### config.mk
export PLATFORM = sky130hd
export DESIGN_NAME = rf_write_arbiter_flat
export DESIGN_NICKNAME = d
export VERILOG_FILES = /design/src/rtl/rf_write_arbiter_if.sv /design/src/rtl/rf_write_arbiter.sv /design/src/flat_wrapper.sv
export SDC_FILE = /design/constraint.sdc
export NUM_CORES = 1
export LEC_CHECK = 0
export BUFFER_PORTS_ARGS = -buffer_cell sky130_fd_sc_hd__buf_4
export CAP_MARGIN = 20
export CORE_AREA = 2 2 116 118
export CTS_BUF_LIST = sky130_fd_sc_hd__clkbuf_4
export DETAILED_ROUTE_END_ITERATION = 10
export DIE_AREA = 0 0 118 120
export PLACE_DENSITY_LB_ADDON = 0.1
export SLEW_MARGIN = 15
export SYNTH_ARGS = -nofsm -noshare
export SYNTH_HDL_FRONTEND = slang
export SYNTH_SLANG_ARGS = --single-unit
### constraint.sdc
create_clock -name clk -period 7.7 [get_ports clk]
set_clock_uncertainty 0.05 [all_clocks]
set_input_delay 1.54 -clock clk [delete_from_list [all_inputs] [get_ports clk]]
set_output_delay 1.54 -clock clk [all_outputs]
set_load 0.02 [all_outputs]
### src/rtl/rf_write_arbiter_if.sv
// Signal bundle for the register-file write arbiter: A/M result channels,
// the registered write port, decode forwarding lookups and the busy flag.
interface rf_write_arbiter_if #(
  parameter int INDEX_BIT_WIDTH = 4,
  parameter int DATA_BIT_WIDTH  = 32
);
  logic                       a_valid;
  logic                       a_ready;
  logic [INDEX_BIT_WIDTH-1:0] a_index;
  logic [DATA_BIT_WIDTH-1:0]  a_data;
  logic                       m_valid;
  logic [INDEX_BIT_WIDTH-1:0] m_index;
  logic [DATA_BIT_WIDTH-1:0]  m_data;
  logic                       wrtEn;
  logic [INDEX_BIT_WIDTH-1:0] wrtIndex;
  logic [DATA_BIT_WIDTH-1:0]  dataIn;
  logic [INDEX_BIT_WIDTH-1:0] rdIndex1;
  logic [INDEX_BIT_WIDTH-1:0] rdIndex2;
  logic                       fwd_hit1;
  logic                       fwd_hit2;
  logic [DATA_BIT_WIDTH-1:0]  fwd_data1;
  logic [DATA_BIT_WIDTH-1:0]  fwd_data2;
  logic                       busy;

  modport slave (
    input  a_valid, a_index, a_data, m_valid, m_index, m_data, rdIndex1, rdIndex2,
    output a_ready, wrtEn, wrtIndex, dataIn, fwd_hit1, fwd_hit2, fwd_data1, fwd_data2, busy
  );

  modport master (
    output a_valid, a_index, a_data, m_valid, m_index, m_data, rdIndex1, rdIndex2,
    input  a_ready, wrtEn, wrtIndex, dataIn, fwd_hit1, fwd_hit2, fwd_data1, fwd_data2, busy
  );
endinterface

### src/rtl/rf_write_arbiter.sv
// Single register-file write port shared by the unstallable M source (priority)
// and the stallable A source, whose overflow waits in a small in-order queue.
module rf_write_arbiter #(
  parameter int DEPTH           = 2,
  parameter int INDEX_BIT_WIDTH = 4,
  parameter int DATA_BIT_WIDTH  = 32
) (
  input logic              clk,
  input logic              reset,
  rf_write_arbiter_if.slave bus
);
  localparam int PTR_W = (DEPTH > 1) ? $clog2(DEPTH) : 1;
  localparam int CNT_W = $clog2(DEPTH + 1);

  typedef logic [PTR_W-1:0] ptr_t;
  typedef logic [CNT_W-1:0] cnt_t;

  localparam ptr_t LAST_PTR = ptr_t'(DEPTH - 1);
  localparam cnt_t DEPTH_C  = cnt_t'(DEPTH);
  localparam logic [PTR_W:0] DEPTH_W = (PTR_W + 1)'(DEPTH);

  logic [INDEX_BIT_WIDTH-1:0] qIndexR [DEPTH];
  logic [DATA_BIT_WIDTH-1:0]  qDataR  [DEPTH];
  ptr_t                       headR;
  ptr_t                       tailR;
  cnt_t                       countR;
  logic                       wrtEnR;
  logic [INDEX_BIT_WIDTH-1:0] wrtIndexR;
  logic [DATA_BIT_WIDTH-1:0]  dataInR;

  logic                       aReadyS;
  logic                       aFireS;
  logic                       pushS;
  logic                       popS;
  cnt_t                       nextCountS;
  logic                       nextWrtEnS;
  logic [INDEX_BIT_WIDTH-1:0] nextIndexS;
  logic [DATA_BIT_WIDTH-1:0]  nextDataS;

  logic [INDEX_BIT_WIDTH-1:0] rdS   [2];
  logic                       hitS  [2];
  logic [DATA_BIT_WIDTH-1:0]  fwdS  [2];
  logic [PTR_W:0]             sumS;
  ptr_t                       slotS;
  logic                       matchS;

  function automatic ptr_t nextPtr(input ptr_t p);
    if (p == LAST_PTR) begin
      return {PTR_W{1'b0}};
    end else begin
      return p + ptr_t'(1'b1);
    end
  endfunction

  assign aReadyS = (countR < DEPTH_C);
  assign aFireS  = bus.a_valid & aReadyS;

  // Port selection: M first, then queue head, then a bypassing A transfer.
  always_comb begin
    pushS      = 1'b0;
    popS       = 1'b0;
    nextWrtEnS = 1'b0;
    nextIndexS = wrtIndexR;
    nextDataS  = dataInR;
    if (bus.m_valid) begin
      nextWrtEnS = 1'b1;
      nextIndexS = bus.m_index;
      nextDataS  = bus.m_data;
      pushS      = aFireS;
    end else if (countR != {CNT_W{1'b0}}) begin
      nextWrtEnS = 1'b1;
      nextIndexS = qIndexR[headR];
      nextDataS  = qDataR[headR];
      popS       = 1'b1;
      pushS      = aFireS;
    end else if (aFireS) begin
      nextWrtEnS = 1'b1;
      nextIndexS = bus.a_index;
      nextDataS  = bus.a_data;
    end else begin
      nextWrtEnS = 1'b0;
    end
  end

  // Occupancy update from the push/pop pair.
  always_comb begin
    case ({pushS, popS})
      2'b10:   nextCountS = countR + cnt_t'(1'b1);
      2'b01:   nextCountS = countR - cnt_t'(1'b1);
      default: nextCountS = countR;
    endcase
  end

  // Queue storage, pointers and the registered write port.
  always_ff @(posedge clk) begin
    if (reset) begin
      headR     <= {PTR_W{1'b0}};
      tailR     <= {PTR_W{1'b0}};
      countR    <= {CNT_W{1'b0}};
      wrtEnR    <= 1'b0;
      wrtIndexR <= {INDEX_BIT_WIDTH{1'b0}};
      dataInR   <= {DATA_BIT_WIDTH{1'b0}};
      for (int i = 0; i < DEPTH; i++) begin
        qIndexR[i] <= {INDEX_BIT_WIDTH{1'b0}};
        qDataR[i]  <= {DATA_BIT_WIDTH{1'b0}};
      end
    end else begin
      if (pushS) begin
        qIndexR[tailR] <= bus.a_index;
        qDataR[tailR]  <= bus.a_data;
        tailR          <= nextPtr(tailR);
      end
      if (popS) begin
        headR <= nextPtr(headR);
      end
      countR    <= nextCountS;
      wrtEnR    <= nextWrtEnS;
      wrtIndexR <= nextIndexS;
      dataInR   <= nextDataS;
    end
  end

  assign rdS[0] = bus.rdIndex1;
  assign rdS[1] = bus.rdIndex2;

  // Forwarding: seed with the write port, then walk the queue oldest to
  // youngest so the youngest match ends up winning.
  always_comb begin
    sumS   = {(PTR_W + 1){1'b0}};
    slotS  = {PTR_W{1'b0}};
    matchS = 1'b0;
    for (int p = 0; p < 2; p++) begin
      matchS  = wrtEnR & (wrtIndexR == rdS[p]);
      hitS[p] = matchS;
      fwdS[p] = matchS ? dataInR : {DATA_BIT_WIDTH{1'b0}};
      for (int i = 0; i < DEPTH; i++) begin
        sumS    = {1'b0, headR} + (PTR_W + 1)'(i);
        sumS    = (sumS >= DEPTH_W) ? (sumS - DEPTH_W) : sumS;
        slotS   = sumS[PTR_W-1:0];
        matchS  = (cnt_t'(i) < countR) & (qIndexR[slotS] == rdS[p]);
        hitS[p] = hitS[p] | matchS;
        fwdS[p] = matchS ? qDataR[slotS] : fwdS[p];
      end
    end
  end

  assign bus.a_ready   = aReadyS;
  assign bus.wrtEn     = wrtEnR;
  assign bus.wrtIndex  = wrtIndexR;
  assign bus.dataIn    = dataInR;
  assign bus.busy      = (countR != {CNT_W{1'b0}}) | wrtEnR;
  assign bus.fwd_hit1  = hitS[0];
  assign bus.fwd_hit2  = hitS[1];
  assign bus.fwd_data1 = fwdS[0];
  assign bus.fwd_data2 = fwdS[1];
endmodule

### src/flat_wrapper.sv
// flat-port wrapper written by rule: the top's interface ports become plain ports
module rf_write_arbiter_flat 
#(
  parameter int DEPTH           = 2,
  parameter int INDEX_BIT_WIDTH = 4,
  parameter int DATA_BIT_WIDTH  = 32
)
  (clk, reset, bus_a_valid, bus_a_index, bus_a_data, bus_m_valid, bus_m_index, bus_m_data, bus_rdIndex1, bus_rdIndex2, bus_a_ready, bus_wrtEn, bus_wrtIndex, bus_dataIn, bus_fwd_hit1, bus_fwd_hit2, bus_fwd_data1, bus_fwd_data2, bus_busy);
  rf_write_arbiter_if #(.INDEX_BIT_WIDTH(INDEX_BIT_WIDTH), .DATA_BIT_WIDTH(DATA_BIT_WIDTH)) bus_i ();
  input logic clk;
  input logic reset;
  input wire logic [$bits(bus_i.a_valid)-1:0] bus_a_valid;
  input wire logic [$bits(bus_i.a_index)-1:0] bus_a_index;
  input wire logic [$bits(bus_i.a_data)-1:0] bus_a_data;
  input wire logic [$bits(bus_i.m_valid)-1:0] bus_m_valid;
  input wire logic [$bits(bus_i.m_index)-1:0] bus_m_index;
  input wire logic [$bits(bus_i.m_data)-1:0] bus_m_data;
  input wire logic [$bits(bus_i.rdIndex1)-1:0] bus_rdIndex1;
  input wire logic [$bits(bus_i.rdIndex2)-1:0] bus_rdIndex2;
  output wire logic [$bits(bus_i.a_ready)-1:0] bus_a_ready;
  output wire logic [$bits(bus_i.wrtEn)-1:0] bus_wrtEn;
  output wire logic [$bits(bus_i.wrtIndex)-1:0] bus_wrtIndex;
  output wire logic [$bits(bus_i.dataIn)-1:0] bus_dataIn;
  output wire logic [$bits(bus_i.fwd_hit1)-1:0] bus_fwd_hit1;
  output wire logic [$bits(bus_i.fwd_hit2)-1:0] bus_fwd_hit2;
  output wire logic [$bits(bus_i.fwd_data1)-1:0] bus_fwd_data1;
  output wire logic [$bits(bus_i.fwd_data2)-1:0] bus_fwd_data2;
  output wire logic [$bits(bus_i.busy)-1:0] bus_busy;
  assign bus_i.a_valid = bus_a_valid;
  assign bus_i.a_index = bus_a_index;
  assign bus_i.a_data = bus_a_data;
  assign bus_i.m_valid = bus_m_valid;
  assign bus_i.m_index = bus_m_index;
  assign bus_i.m_data = bus_m_data;
  assign bus_i.rdIndex1 = bus_rdIndex1;
  assign bus_i.rdIndex2 = bus_rdIndex2;
  assign bus_a_ready = bus_i.a_ready;
  assign bus_wrtEn = bus_i.wrtEn;
  assign bus_wrtIndex = bus_i.wrtIndex;
  assign bus_dataIn = bus_i.dataIn;
  assign bus_fwd_hit1 = bus_i.fwd_hit1;
  assign bus_fwd_hit2 = bus_i.fwd_hit2;
  assign bus_fwd_data1 = bus_i.fwd_data1;
  assign bus_fwd_data2 = bus_i.fwd_data2;
  assign bus_busy = bus_i.busy;
  rf_write_arbiter #(.DEPTH(DEPTH), .INDEX_BIT_WIDTH(INDEX_BIT_WIDTH), .DATA_BIT_WIDTH(DATA_BIT_WIDTH)) u_core (.clk(clk), .reset(reset), .bus(bus_i));
endmodule
==> reports/metrics.csv, run 1 <==
stage,metric,value,unit
clock_network,Post-CTS Hold Buffers,0,
drt,drt pass-1 iters,6,
floorplan,Chip Width,118,um
clock_network,PostCTS Resize Cnt,0,
yosys,Yosys cell types,35,
clock_network,CTS Buf Count,17,
timing,Worst Max-Slew Pin Slew,0.981,ns
setup_path,crit start category,input port,
power,"IR drop worst, VDD",160,uV
floorplan,row count,42,
min_path,worst hold-check path type,flop to flop,
drt,Remaining DRCs,0,
place,global placer's final weighted congestion,0.910,
yosys,async set-reset flop share out of synthesis,0,%
timing,Setup TNS,0,ns
floorplan,Ports,189,
clock_network,"Clk Latency, worst-skew pair",0.53,ns
setup_path,Critical R2R Launch,u_core.countR[1]$_SDFFE_PP0P_,
timing,final setup vio count,0,
global_routing,vias in the first global route,7204,
global_routing,remaining global-route overflow,0,
floorplan,Starting Density,58.4,%
clock_network,post-CTS setup buffer count,0,
layout,P&R area growth vs syn,23.2,%
timing,crit path time final,5.35,ns
power,total power,0.00260,W
global_routing,Tot GR Track Use,33.4,%
yosys,Post-synth EDFFs,72,
place,dpl cells,1083,
setup_path,capturing element type of the critical path,primary output,
timing,fin worst setup slack,2.35,ns
floorplan,die area,14200,um2
drt,initial DRC count,850,
timing,Final period util,69.4,%
setup_path,Setup crit end,bus_fwd_data1[31],
yosys,post-synthesis cell count,786,
timing,Hold Slack,0.488,ns
place,Place WS,2.33,ns
setup_path,r2r endpoint,u_core.qDataR[1][31]$_SDFFCE_PN0P_,
run_status,status,completed,
setup_path,critical setup path kind,input port to primary output,
global_routing,initial antenna violation count,0,
power,PwrDens,278,nW/um2
clock_network,Root Driver,clkbuf_4,
drt,"antenna viol nets, final",0,
clock_network,clock sink total,114,
place,I/O Buffers,188,
yosys,synthesized cell area,7580,um2
setup_path,Worst Path Required,6.11,ns
setup_path,CP Max Fanout,18,
yosys,Synthesized Nets,873,
yosys,syn_area_per_cell,9.65,um2
drt,average routed wire per standard cell,21.3,um
yosys,top-area cell type share of the netlist area,28.5,%
yosys,Ys Warns,0,
yosys,sequential cell area fraction in the yosys report,39.6,%
timing,RSZ-0062 raised after global routing,no,
drt,via count,7271,
timing,slew margin rel.,34.4,%
clock_network,H-tree Lvls,4,
layout,Diodes inserted,0,
yosys,synthesis-stage register bit count,114,
layout,layout net count,1014,
yosys,top cell type by total area after synthesis,edfxtp_1,
floorplan,Die Ht,120,um
drt,Routed WL,23700,um
global_routing,first-pass GRT wire length,37400,um
yosys,"Top FF cell, synth",edfxtp_1,
layout,ratio of cells with drive above 1 in the final layout,26.8,%
clock_network,TritonCTS clock tree,done,
setup_path,CP startpoint,bus_rdIndex1[3],
clock_network,"Reg clk slew, reported paths",0.10,ns
place,dpl hpwl,14900,um
setup_path,r2r setup slk,4.65,ns
yosys,"top cells by area, synth","edfxtp_1 (29%), mux2i_1 (18%), dfxtp_1 (11%)",
drt,vias per cell,6.52,
timing,Final Hold Fails,0,
layout,Fill cells,958,
setup_path,Worst EP arrival,3.76,ns
setup_path,R2R cell count,7,
layout,post-route insts no fill,1116,
floorplan,Core Area,13000,um2
run,max-cap viol count,0,
timing,FMAX,187,MHz
global_routing,largest net degree at the start of global routing,75,
timing,fin. max-slew vios,0,
power,LEAKAGE,3.72,nW
clock_network,Bufs on Longest Clock Path,2,
area by class of cell:
cell class,instances,area [um2],share of cell area [%]
Clock inverter,10,67.6,0.723
Clock buffer,22,165,1.77
Timing Repair Buffer,205,1570,16.8
Sequential cell,114,3010,32.2
Tap cell,176,220,2.36
Multi-Input combinational cell,586,4300,46.0
Inverter,3,11.3,0.121
kinds of logic after synthesis:
family                     synth area share (%)
muxes                                      18.5
and+or+nand+nor                            16.1
AOI/OAI and AO/OA                          17.3
DFF                                        39.6
xor gates and xnor gates                   3.35
buffers and inverters                      4.57
adders and majority gates                 0.495
report_power, final:
| part | total [W] | switching [W] | internal [W] |
|---|---|---|---|
| Clock | 0.000392 | 0.000222 | 0.000170 |
| Sequential | 0.000906 | 0.000117 | 0.000789 |
| Combinational | 0.00130 | 0.000832 | 0.000469 |
critical path: stages:
cell and delay (ns):
buf_4 0.14, nor2b_1 0.19, mux2_1 0.15, nand4_1 0.65
buf_4 0.50, a32oi_1 0.23, mux2i_1 0.15, buf_4 0.20
worst min path at each step:
stage                                  startpoint                            endpoint  slack [ns]  depth (start not counted)
2_1_floorplan       u_core.countR[0]$_SDFFE_PP0P_       u_core.countR[0]$_SDFFE_PP0P_        0.46                          2
3_5_place_dp    u_core.bus.dataIn[6]$_SDFFE_PP0P_   u_core.bus.dataIn[6]$_SDFFE_PP0P_        0.48                          2
3_3_place_gp    u_core.bus.dataIn[0]$_SDFFE_PP0P_   u_core.bus.dataIn[0]$_SDFFE_PP0P_        0.47                          2
5_1_grt        u_core.bus.dataIn[11]$_SDFFE_PP0P_  u_core.bus.dataIn[11]$_SDFFE_PP0P_        0.52                          2
6_report       u_core.bus.dataIn[11]$_SDFFE_PP0P_  u_core.bus.dataIn[11]$_SDFFE_PP0P_        0.49                          2
4_1_cts        u_core.bus.dataIn[11]$_SDFFE_PP0P_  u_core.bus.dataIn[11]$_SDFFE_PP0P_        0.49                          2
sequential cells by signal, summed over array words and instances, names as in the netlist, named ones only:
| signal | flops |
|---|---|
| u_core.bus.wrtEn | 1 |
| u_core.countR | 2 |
| u_core.qDataR | 64 |
| u_core.bus.wrtIndex | 4 |
| u_core.qIndexR | 8 |
| u_core.bus.dataIn | 32 |
| u_core.tailR | 1 |
| u_core.headR | 1 |
cells in the final DEF (no fill, tap or decap), drive strengths merged, types with 3 or more instances in the layout:
cell type,netlist,layout
a211oi,73,73
and2,72,72
a21oi,36,36
nor2b,4,4
clkinv,0,9
nand3,3,3
nand2,3,3
xor2,16,16
inv,3,3
edfxtp,72,72
mux2i,137,137
a32oi,64,64
buf,16,205
dfxtp,42,42
nor2,81,81
clkbuf,67,22
nor3,66,66
xnor2,13,13
ha,3,3
per-stage QoR:
| step | util [%] | area, um2 |
|---|---|---|
| after floorplan | - | 7580 |
| after global placement | 69.8 | 9050 |
| after detailed placement | 70.0 | 9080 |
| after CTS | 71.8 | 9320 |
| after global routing | 72.0 | 9340 |
| final | 72.0 | 9340 |
cells in the mapped netlist (all sizes together), types with 13 or more instances:
library cell and number:
mux2i 137, nor2 81, a211oi 73, and2 72, edfxtp 72, clkbuf 67
nor3 66, a32oi 64, dfxtp 42, a21oi 36, buf 16, xor2 16
xnor2 13
metal layers:
layer | part of all wire, % | global-route usage [%] | routed length [um]
met4 | 2.6 | 15.4 | 615
met5 | 0 | 0 | 0
met2 | 47 | 54.3 | 11200
met1 | 40 | 42.6 | 9410
met3 | 10 | 7.60 | 2440
(Power assumes the default switching activity.)
==> run 2: changes to the inputs <==
--- a/config.mk
+++ b/config.mk
@@ -7,10 +7,10 @@
 export LEC_CHECK = 0
 export BUFFER_PORTS_ARGS = -buffer_cell sky130_fd_sc_hd__buf_4
 export CAP_MARGIN = 20
-export CORE_AREA = 2 2 116 118
+export CORE_AREA = 2 2 120 122
 export CTS_BUF_LIST = sky130_fd_sc_hd__clkbuf_4
 export DETAILED_ROUTE_END_ITERATION = 10
-export DIE_AREA = 0 0 118 120
+export DIE_AREA = 0 0 122 124
 export PLACE_DENSITY_LB_ADDON = 0.1
 export SLEW_MARGIN = 15
 export SYNTH_ARGS = -nofsm -noshare
==> constraint.sdc (replaced) <==
create_clock -name clk -period 5.2 [get_ports clk]
set_clock_uncertainty 0.05 [all_clocks]
set_input_delay 1.04 -clock clk [delete_from_list [all_inputs] [get_ports clk]]
set_output_delay 1.04 -clock clk [all_outputs]
set_load 0.02 [all_outputs]
==> run 2 against run 1 <==
  * Clock power up 63%
  * Sequential share of layout area is 0.18 points lower
  * Setup slack worse by 1.8 ns
  * Global-route usage shrank 1.4 points
  * First-iteration DRC count decreased by 17%
  * Flip-flop and latch count did not move
  * Sequential power increased by 49%
  * Total power increased by 51%
  * Worst hold slack improved by 0.0083 ns
  * Routed wire length increased by 3.7%
  * Combinational power grew 48%
  * Critical path type is now flop to primary output
  * Largest cell class unchanged
==> reports/metrics.csv, run 2 (synthesis results as in run 1) <==
stage,metric,value,unit,change
setup_path,crit start category,flop,,was input port
layout,highest-count cells in the layout ignoring fill and taps,"buf_4 (208), mux2i_1 (133), nor2_1 (80)",,"was buf_4 (203), mux2i_1 (133), nor2_1 (80)"
floorplan,Starting Density,55.3,%,was 58.4%
clock_network,"Clk Latency, worst-skew pair",0.53,ns,about the same
setup_path,Worst EP arrival,3.56,ns,was 3.76 ns
timing,Worst Max-Slew Pin Slew,1.04,ns,was 0.981 ns
drt,via count,7345,,"was 7,271"
setup_path,Crit path max-delay family,multiplexers,,was buffers and inverters
layout,Largest Register,u_core.qDataR,,unchanged
clock_network,Post-CTS Hold Buffers,0,,unchanged
place,dpl hpwl,15500,um,"was 14,900 um"
place,global placer's final weighted congestion,0.861,,was 0.910
timing,final setup vio count,0,,unchanged
floorplan,die area,15100,um2,"was 14,200 um2"
timing,FMAX,215,MHz,
setup_path,Most common cell on crit path,buf_4,,unchanged
clock_network,Root Driver,clkbuf_4,,unchanged
timing,RSZ-0062 raised after global routing,no,,unchanged
setup_path,ordered cell list for the critical path,mux2i_2 -> mux2_1 -> nand4_1 -> buf_4 -> a32oi_1 -> mux2i_1 -> buf_4,,was buf_4 -> nor2b_1 -> mux2_1 -> nand4_1 -> buf_4 -> a32oi_1 -> mux2i_1 -> buf_4
global_routing,vias in the first global route,7154,,"was 7,204"
layout,multi-input logic area,4290,um2,was 4300 um2
clock_network,"Reg clk slew, reported paths",0.11,ns,was 0.10 ns
drt,initial DRC count,703,,was 850
setup_path,capturing element type of the critical path,primary output,,unchanged
global_routing,Tot GR Track Use,32.1,%,was 33.4%
floorplan,Core Area,13700,um2,"was 13,000 um2"
layout,max reg flops,64,,unchanged
clock_network,H-tree Lvls,4,,unchanged
global_routing,remaining global-route overflow,0,,unchanged
clock_network,clock sink total,114,,unchanged
clock_network,PostCTS Resize Cnt,0,,unchanged
layout,post-route cell area,9390,um2,was 9340 um2
min_path,worst hold-check path type,flop to flop,,unchanged
timing,slew margin rel.,30.0,%,was 34.4%
power,PwrDens,417,nW/um2,was 278 nW/um2
floorplan,Die Ht,124,um,was 120 um
timing,Final Hold Fails,0,,unchanged
drt,average routed wire per standard cell,21.9,um,was 21.3 um
setup_path,slowest cell on the critical path,nand4_1,,unchanged
drt,Routed WL,24600,um,"was 23,700 um"
setup_path,WP buf/inv,2,,was 3
layout,Fill cells,1090,,was 958
layout,P&R area growth vs syn,23.9,%,was 23.2%
run_status,status,completed,,unchanged
global_routing,initial antenna violation count,1,,was 0
layout,ratio of cells with drive above 1 in the final layout,27.4,%,was 26.8%
setup_path,CP Max Fanout,17,,was 18
clock_network,post-CTS setup buffer count,0,,unchanged
floorplan,Ports,189,,unchanged
layout,register area,3010,um2,unchanged
setup_path,r2r setup slk,1.93,ns,was 4.65 ns
layout,layout net count,1018,,"was 1,014"
place,I/O Buffers,188,,unchanged
layout,"commonest non-fill, non-tap cell in the layout",buf_4,,unchanged
power,LEAKAGE,3.72,nW,about the same
clock_network,CTS Buf Count,17,,unchanged
floorplan,Chip Width,122,um,was 118 um
drt,Remaining DRCs,0,,unchanged
place,placed cell areas,9090,um2,was 9080 um2
setup_path,Worst Path Required,4.11,ns,was 6.11 ns
timing,fin. max-slew vios,0,,unchanged
timing,Setup TNS,0,ns,unchanged
setup_path,largest stage delay on the critical path,0.73,ns,was 0.65 ns
drt,drt pass-1 iters,5,,was 6
timing,crit path time final,4.65,ns,
clock_network,Bufs on Longest Clock Path,2,,unchanged
drt,"antenna viol nets, final",0,,unchanged
floorplan,row count,43,,was 42
global_routing,largest net degree at the start of global routing,74,,was 75
run,max-cap viol count,0,,unchanged
clock_network,TritonCTS clock tree,done,,unchanged
setup_path,critical setup path kind,flop to primary output,,was input port to primary output
global_routing,first-pass GRT wire length,37100,um,"was 37,400 um"
power,"IR drop worst, VDD",279,uV,was 160 uV
timing,Final period util,89.4,%,
drt,vias per cell,6.53,,was 6.52
[run 2: worst reg2reg max path: stages (launching register included)]
cell      delay, ns
dfxtp_1        0.33
inv_1          0.21
ha_2           0.51
buf_4          0.59
nand2b_1       0.15
nand2_1        0.27
nor3b_2        0.09
or2_2          0.67
[run 2: area by class of cell]
type | instances | share of cell area, %
Antenna cell | 1 | 0.0266
Clock buffer | 17 | 1.36
Clock inverter | 15 | 1.53
Inverter | 3 | 0.120
Multi-Input combinational cell | 586 | 45.7
Sequential cell | 114 | 32.0
Tap cell | 180 | 2.40
Timing Repair Buffer | 209 | 16.9
[run 2: per-layer routing]
layer	vias to the layer above	share of wire (%)	GRT usage, %	routed length (um)
met4	0	2.9	16.0	721
li1	3289	-	-	-
met1	3501	39	39.4	9520
met2	485	49	53.7	12000
met3	70	9.6	6.68	2370
met5	-	0	0	0
[run 2: final timing paths]
| path | startpoint | cells past startpoint | to |
|---|---|---|---|
| worst max-delay path | flop | 7 | bus_fwd_data1[31] |
| worst min-delay path | u_core.bus.dataIn[9]$_SDFFE_PP0P_ | 2 | u_core.bus.dataIn[9]$_SDFFE_PP0P_ |
| worst max register to register | u_core.countR[1]$_SDFFE_PP0P_ | 7 | u_core.qDataR[1][15]$_SDFFCE_PN0P_ |
| worst min register to register | u_core.bus.dataIn[9]$_SDFFE_PP0P_ | 2 | u_core.bus.dataIn[9]$_SDFFE_PP0P_ |
[run 2: power breakdown]
group,switching [W],internal (W),leakage (nW)
Clock,0.000362,0.000278,0.126
Sequential,0.000178,0.00117,1.11
Combinational,0.00124,0.000694,2.48
Total,0.00178,0.00214,3.72
[run 2: per-stage QoR]
stage                     setup slack, ns  total power [W]  util, %  hold WS (ns)  instances
after floorplan                      1.54          0.00260        -         0.457        786
after global placement              0.959          0.00320     66.3         0.465       1091
final                               0.554          0.00392     68.5         0.497       1125
after global routing                0.411          0.00411     68.5         0.514       1125
after CTS                           0.584          0.00388     68.3         0.495       1123
after detailed placement            0.921          0.00325     66.3         0.480       1091
